===== src/rtl/pol2rec_pkg.sv =====
// Shared constants, FSM state type and saturation helper for the polar-to-rectangular CORDIC.
// The CORDIC constants here are meant to be reused by rec2pol as well.
package pol2rec_pkg;

    localparam int ITER_DEFAULT = 24;

    // 1/K for the CORDIC gain, Q1.31
    localparam logic signed [31:0] KINV = 32'sh4DBA76D4;

    // 90 and 180 degrees in the Q9.24 angle accumulator format
    localparam logic signed [32:0] A90  = 33'sd1509949440;
    localparam logic signed [32:0] A180 = 33'sd3019898880;

    typedef enum logic [1:0] {
        IDLE,
        ROT,
        DONE
    } state_t;

    function automatic logic [31:0] sat32(input logic signed [33:0] v);
        if (v > 34'sd2147483647) begin
            return 32'h7FFFFFFF;
        end else if (v < -34'sd2147483648) begin
            return 32'h80000000;
        end
        return v[31:0];
    endfunction

endpackage


===== src/rtl/pol2rec_atan_rom.sv =====
// Combinational table of atan(2^-i) in degrees, Q8.24, for CORDIC micro-rotation i.
module pol2rec_atan_rom (
    input  logic [4:0]  idx,
    output logic [31:0] atan
);

    always_comb begin
        case (idx)
            5'd0:    atan = 32'h2D000000;
            5'd1:    atan = 32'h1A90A731;
            5'd2:    atan = 32'h0E094740;
            5'd3:    atan = 32'h07200112;
            5'd4:    atan = 32'h03938AA6;
            5'd5:    atan = 32'h01CA3795;
            5'd6:    atan = 32'h00E52A1B;
            5'd7:    atan = 32'h007296D8;
            5'd8:    atan = 32'h00394BA5;
            5'd9:    atan = 32'h001CA5DA;
            5'd10:   atan = 32'h000E52ED;
            5'd11:   atan = 32'h00072976;
            5'd12:   atan = 32'h000394BB;
            5'd13:   atan = 32'h0001CA5E;
            5'd14:   atan = 32'h0000E52F;
            5'd15:   atan = 32'h00007297;
            5'd16:   atan = 32'h0000394C;
            5'd17:   atan = 32'h00001CA6;
            5'd18:   atan = 32'h00000E53;
            5'd19:   atan = 32'h00000729;
            5'd20:   atan = 32'h00000395;
            5'd21:   atan = 32'h000001CA;
            5'd22:   atan = 32'h000000E5;
            5'd23:   atan = 32'h00000073;
            5'd24:   atan = 32'h00000039;
            5'd25:   atan = 32'h0000001D;
            5'd26:   atan = 32'h0000000E;
            5'd27:   atan = 32'h00000007;
            5'd28:   atan = 32'h00000004;
            5'd29:   atan = 32'h00000002;
            5'd30:   atan = 32'h00000001;
            default: atan = 32'h00000000;
        endcase
    end

endmodule


===== src/rtl/pol2rec.sv =====
// Iterative rotation-mode CORDIC: polar (Q16.16 modulus, Q8.24 degrees) to rectangular Q16.16.
// One micro-rotation per enabled clock; ITER must stay within 16..32.
module pol2rec
    import pol2rec_pkg::*;
#(
    parameter int ITER = ITER_DEFAULT
) (
    input  logic        clock,
    input  logic        reset,
    input  logic        enable,
    input  logic        start,
    input  logic [31:0] mod,
    input  logic [31:0] angle,
    output logic [31:0] x,
    output logic [31:0] y,
    output logic        busy,
    output logic        done
);

    localparam logic [4:0] LAST = 5'(ITER - 1);

    state_t             state;
    logic [4:0]         i;
    logic signed [33:0] xr;
    logic signed [33:0] yr;
    logic signed [32:0] zr;

    logic signed [33:0] xs;
    logic signed [33:0] x0;
    logic signed [32:0] ang;
    logic signed [32:0] z0;
    logic [31:0]        atan_i;
    logic signed [32:0] step;
    logic signed [33:0] x_sh;
    logic signed [33:0] y_sh;
    logic               dir_pos;

    // Pre-divide by the CORDIC gain so the rotated vector comes out at the true modulus
    assign xs  = 34'((64'(signed'(mod)) * 64'(KINV)) >>> 31);
    assign ang = 33'(signed'(angle));

    // Angles beyond +/-90 degrees are folded by 180 so the iterations only cover their convergent range
    always_comb begin
        x0 = xs;
        z0 = ang;
        if (ang > A90) begin
            x0 = -xs;
            z0 = ang - A180;
        end else if (ang < -A90) begin
            x0 = -xs;
            z0 = ang + A180;
        end
    end

    pol2rec_atan_rom u_atan_rom (
        .idx  (i),
        .atan (atan_i)
    );

    assign step    = 33'(signed'(atan_i));
    assign dir_pos = ~zr[32];
    assign x_sh    = xr >>> i;
    assign y_sh    = yr >>> i;

    always_ff @(posedge clock or negedge reset) begin
        if (!reset) begin
            state <= IDLE;
            i     <= '0;
            xr    <= '0;
            yr    <= '0;
            zr    <= '0;
            x     <= '0;
            y     <= '0;
            busy  <= 1'b0;
            done  <= 1'b0;
        end else if (enable) begin
            case (state)
                IDLE: begin
                    done <= 1'b0;
                    if (start) begin
                        xr    <= x0;
                        yr    <= '0;
                        zr    <= z0;
                        i     <= '0;
                        busy  <= 1'b1;
                        state <= ROT;
                    end
                end
                ROT: begin
                    if (dir_pos) begin
                        xr <= xr - y_sh;
                        yr <= yr + x_sh;
                        zr <= zr - step;
                    end else begin
                        xr <= xr + y_sh;
                        yr <= yr - x_sh;
                        zr <= zr + step;
                    end
                    i <= i + 5'd1;
                    if (i == LAST) begin
                        state <= DONE;
                    end
                end
                DONE: begin
                    x     <= sat32(xr);
                    y     <= sat32(yr);
                    done  <= 1'b1;
                    busy  <= 1'b0;
                    state <= IDLE;
                end
                default: state <= IDLE;
            endcase
        end
    end

endmodule

===== config.mk =====
export PLATFORM = sky130hd
export DESIGN_NAME = pol2rec
export DESIGN_NICKNAME = d
export VERILOG_FILES = /design/src/rtl/pol2rec_pkg.sv /design/src/rtl/pol2rec_atan_rom.sv /design/src/rtl/pol2rec.sv
export SDC_FILE = /design/constraint.sdc
export NUM_CORES = 2
export LEC_CHECK = 0
export CAP_MARGIN = 25
export CORE_ASPECT_RATIO = 1.1
export CORE_MARGIN = 8
export CORE_UTILIZATION = 60
export CTS_CLUSTER_SIZE = 24
export DETAILED_ROUTE_END_ITERATION = 7
export PLACE_DENSITY = 0.82
export SYNTH_ARGS = -nofsm -noshare
export SYNTH_HDL_FRONTEND = slang
export SYNTH_HIERARCHICAL = 1
export SYNTH_SLANG_ARGS = --single-unit

===== constraint.sdc =====
create_clock -name clock -period 15.2 [get_ports clock]
set_input_delay 3.04 -clock clock [delete_from_list [all_inputs] [get_ports clock]]
set_output_delay 3.04 -clock clock [all_outputs]
set_load 0.05 [all_outputs]

# After elaboration in Yosys (flattened, before gate mapping)
# Memories as Yosys holds them, arrays and structs flattened.
# Index checks and enable logic that the tools add are counted.
# W data, S select, Z words.
dict set report totals {
  out_inout_bits 66
  elab_cells 77
  ff_bits 174
  in_bits 68
  romBits 960
  n_memories 1
}
dict set report op_classes {
  muxes 35
  addsub 10
  shift 2
  magnitude_cmp 6
  reduce_logical 8
  n_mul 1
  n_eq_ne 5
}
# memory depth word_bits rd rd_clocked_by_memory_dff write_ports line
set mem_list {}
lappend mem_list {{(no name shown)} 32 30 1 0 0 pol2rec_atan_rom.sv:8} ;# case (idx)
# cell count
set ops {}
lappend ops {{$mux W34} 6}
lappend ops {{$mux W32} 6}
lappend ops {{$pmux W34 S2} 2}
lappend ops {{$mux W33} 4}
lappend ops {{$add A34 B34 Y34} 2}
lappend ops {{$gt A34 B32 Y1 const B} 2}
lappend ops {{$lt A34 B32 Y1 const B} 2}
lappend ops {{$sshr A34 B5 Y34} 2}
lappend ops {{$sub A34 B34 Y34} 2}
lappend ops {{$pmux W33 S2} 1}
lappend ops {{$mul A32 B30 Y62 const B} 1}
lappend ops {{$neg A33 Y34} 1}
lappend ops {{$add A32 B33 Y33 const B} 1}
lappend ops {{$add A33 B32 Y33} 1}
lappend ops {{$sub A32 B33 Y33 const B} 1}
lappend ops {{$sub A33 B32 Y33} 1}
lappend ops {{$gt A32 B32 Y1 const B} 1}
lappend ops {{$lt A32 B32 Y1 const B} 1}
lappend ops {{$pmux W5 S2} 1}
lappend ops {{$mux W1} 9}
lappend ops {{$reduce_and A3 Y1} 3}
lappend ops {{$add A5 B1 Y5 const B} 1}
lappend ops {{$eq A5 B5 Y1 const B} 1}
lappend ops {{$mux W5} 1}
lappend ops {{9 further kinds} 14}

# Longest topological paths before layout
dict set report logic_depth {
  ltp_word 6
  depth_mapped 33
  ltp_nobuf 32
}

# By module
# Netlist, hierarchy kept.
# module instances seq_area_each_um2 area_per_inst_um2 cells_each
set by_module_without_submodules {}
lappend by_module_without_submodules {pol2rec 1 4354.2 38858.5 4458}
lappend by_module_without_submodules {pol2rec_atan_rom 1 0.0 1013.5 149}

# Least setup slack after synthesis
# No wires, ideal clock.
dict set report synth_timing {
  path_type {input to register}
  from {input port mod[31]}
  to {register xr[31]}
  slack_ns 4.164
  setup_ns 0.078
  path_stages 25
  arrival_time_ns 10.958
  required_time_ns 15.122
  n_path_buf 3
  cell_sequence {clkbuf_1 -> inv_1 -> o21ai_0 -> fa_1 -> fa_1 -> fa_1 -> fa_1 -> inv_1 -> fa_1 -> inv_1 -> ha_1 -> clkbuf_1 -> a21o_1 -> a21o_1 -> a221o_1 -> a21oi_2 -> o221ai_1 -> or3b_1 -> nand3_1 -> nand2_1 -> or4_1 -> clkbuf_1 -> or4_1 -> or3b_1 -> a21oi_1}
}
dict set report synth_between {
  elab_chain_cells 6
}
# item line
set synth_rtl {}
lappend synth_rtl {{start: declaration} pol2rec.sv:12} ;# input logic [31:0] mod,
lappend synth_rtl {{$mul A32 B30 Y62 (*)} pol2rec.sv:39} ;# assign xs = 34'((64'(signed'(mod)) * 64'(KINV)) >>> 31);
lappend synth_rtl {{$neg A33 Y34} {pol2rec.sv:47, pol2rec.sv:50}}
lappend synth_rtl {{$mux W34} pol2rec.sv:49} ;# end else if (ang < -A90) begin
lappend synth_rtl {{$mux W34 (*)} pol2rec.sv:46} ;# if (ang > A90) begin
lappend synth_rtl {{$mux W34 (*)} pol2rec.sv:80} ;# if (start) begin
lappend synth_rtl {{$pmux W34 S2 (*)} pol2rec.sv:77} ;# case (state)
lappend synth_rtl {{end signal: assignment} pol2rec.sv:91} ;# xr <= xr - y_sh;
lappend synth_rtl {{end signal: assignment} pol2rec.sv:95} ;# xr <= xr + y_sh;
lappend synth_rtl {{end: declaration} pol2rec.sv:24} ;# logic signed [33:0] xr;
# Every way passes the cells marked *; elsewhere a longest branch is shown, timed or not. The select of a mux whose other input is x is not followed.
# A chain may end at the register's enable or synchronous reset.

# Worst setup path in the final report
dict set report layout_timing {
  from {input port mod[11]}
  to {register xr[31]}
}
# The elaborated chain is that of the path after synthesis.

==> results.cfg <==
[drt]
antenna_left = 0
firstDrtPassIters = 6
num_vias = 34090
wire_per_inst_um = 23.48
drt-total-wl_um = 128800
route.detailed.drc = 0
first_iter_violations = 3169
avgViaCountPerCell = 6.217

[global_routing]
grt_overflow = 0
grt_pass1_vias = 34640
antenna_found_initial = 0
grt_pass1_wl_um = 199900
grt_max_degree = 107
grtUsageTotal = 0.3424

[clock_tree]
htreeDepth = 4
cts_sinks = 174
numCtsBuffers = 17
cts_resized = 0
path_clk_slew_ns = 0.07
root_buffer = clkbuf_16
clock_path_buffers = 2
worstSkewPairLatency_ns = 0.47
tritoncts = done
postCtsSetupRepairBufs = 0
cts-hold-fix-buffers = 0

[floorplan]
die_w_um = 261.8
io_pins = 134
row_count = 99
start_util = 0.6039
core_area_sq_um = 66020
die-area_sq_um = 74970
die_h_um = 286.4

[sta]
drv_slew = 0
timing.fmax_ghz = 0.08071
worst_pin_slew_ns = 1.009
rsz0062_at_grt = no
tns_ns = 0
fin_crit_ns = 12.39
period_share = 0.8152
fin_worst_skew_ns = 0.01888
setup_viol = 0
slew_headroom = 0.3203
hold_viol_final = 0

[setup_path]
crit_path_max_incr_delay_ns = 0.66
crit_family = adder cells
worst_path_most_repeated_cell = inv_1
critPathKind = in2reg
path_buf_inv = 9
cp_max_fo = 8
critPathLaunchType = input port
cp_data_required_time_ns = 15.59
end_kind = register
worst_ep_arrival_time_ns = 12.78
slowest_stage = clkdlybuf4s50_1

[layout]
instances_no_fill = 5484
fill_cells = 5682
area.growth.synth_to_final_pct = 6.267
fin_nets = 5588
num_antenna_cells = 0
drive_above_1_share = 0.05188

[synthesis]
ys_seq_elements = 174
async_reset_ff_frac = 1.000
synth_warnings = 6
ys_top_cells_by_area = fa_1 21%, ha_1 15%, dfrtp_1 11%
synth.distinct_cells = 108
yosysTopAreaCell = fa_1
synthFlopType = dfrtp_1
synth_common_cells = 738 x inv_1, 483 x ha_1, 424 x fa_1, 356 x a21oi_1, 348 x nand2_1
synth_edf_count = 0
synth_most_common_cell = inv_1
synth_area_sq_um = 39870
yosysTopAreaCellShare = 0.2129
synth_cells = 4607
syn_avg_cell_area_sq_um = 8.655
ys_seq_area_frac = 0.1092

[place]
io_buffers = 133
routabilityCongestion = 1.042
dp_hpwl_um = 107100
dp.cells = 5451

[min_path]
hp-class = reg2reg

[outcome]
status = complete, no violations

[flow_run]
maxCapViolCount = 0
[flip-flops by register name, summed over array words and instances, names as in the netlist]
name / cells
x: 32
done: 1
state: 2
xr: 34
zr: 33
i: 5
y: 32
busy: 1
yr: 34
[tightest hold or removal path, cell delays in order (launching register included)]
cell	delay (ns)
dfrtp_1	0.35
nand2_1	0.05
o21ai_0	0.06
[cell families (layout without fill, tap and decap cells)]
group | after synthesis | after routing | share of synthesized area
buffers and inverters | 923 | 941 | 0.09075
adders and majority gates | 907 | 907 | 0.3645
xor gates and xnor gates | 330 | 330 | 0.07249
AOI/OAI and AO/OA | 1048 | 1048 | 0.1660
muxes | 186 | 186 | 0.07556
DFF | 174 | 174 | 0.1092
and+or+nand+nor | 1038 | 1038 | 0.1215
other | 1 | 2 | 0.00009405
[through the flow]
stage                     setup slack [ns]  cell area (sq um)  hold slack, ns    util
after detailed placement             2.413              41750          0.4771  0.6324
after global routing                 2.294              42370          0.5225  0.6418
after CTS                            2.898              42340          0.4944  0.6413
after global placement               2.634              41690          0.4708  0.6315
after floorplan                      4.164              39880          0.4563       -
final                                2.809              42370          0.4931  0.6418
[cell usage in the layout, fill, tap and decap left out, drive strengths merged, types with 13 or more instances in the layout]
| master | instances |
|---|---|
| o21a | 27 |
| fa | 424 |
| mux2 | 42 |
| a22oi | 18 |
| o211ai | 35 |
| nor2b | 44 |
| inv | 753 |
| xor2 | 157 |
| clkbuf | 20 |
| a21oi | 357 |
| mux4 | 83 |
| nand4 | 36 |
| ha | 483 |
| xnor2 | 173 |
| nand3 | 52 |
| nor4 | 17 |
| o31ai | 19 |
| o21ai | 227 |
| dfrtp | 174 |
| clkdlybuf4s50 | 131 |
| nand2 | 349 |
| buf | 31 |
| a31oi | 46 |
| and2 | 27 |
| or2 | 16 |
| o22ai | 21 |
| nor3 | 57 |
| nand2b | 42 |
| a21o | 101 |
| or3 | 13 |
| and3 | 26 |
| mux2i | 61 |
| o21bai | 22 |
| a211oi | 26 |
| nor2 | 315 |
[per-layer routing]
metal	routed length [um]	part of all wire	up-vias	track usage
li1	-	-	15650	-
met5	0	0	-	0
met4	7099	0.055	0	0.1654
met1	50360	0.39	16650	0.4139
met3	6755	0.052	402	0.03382
met2	64540	0.50	1394	0.6060
[cell type report]
class / instances / area [sq um] / area share
multi-input cells: 3511 / 31920 / 0.7534
inverters: 746 / 2800 / 0.06609
clock buffers: 19 / 452.9 / 0.01069
repair buffers: 163 / 1613 / 0.03806
flip-flops and latches: 174 / 4369 / 0.1031
clock inverters: 13 / 138.9 / 0.003278
well taps: 858 / 1074 / 0.02534
[worst paths after layout]
| check | start | end | slack [ns] | cells after the start |
|---|---|---|---|---|
| setup / recovery | mod[11] | xr[31] | 2.81 | 32 |
| hold / removal | zr[13] | zr[13] | 0.49 | 2 |
| setup reg to reg | i[0] | xr[32] | 7.22 | 24 |
| hold reg to reg | zr[13] | zr[13] | 0.49 | 2 |
| max in group asynchronous | reset | i[1] | 10.98 | 2 |
| min in group asynchronous | reset | zr[6] | 2.66 | 1 |
Power is left out: the tool's default activity adds up to more than one toggle a clock period on the data nets, which glitch-free logic cannot reach.
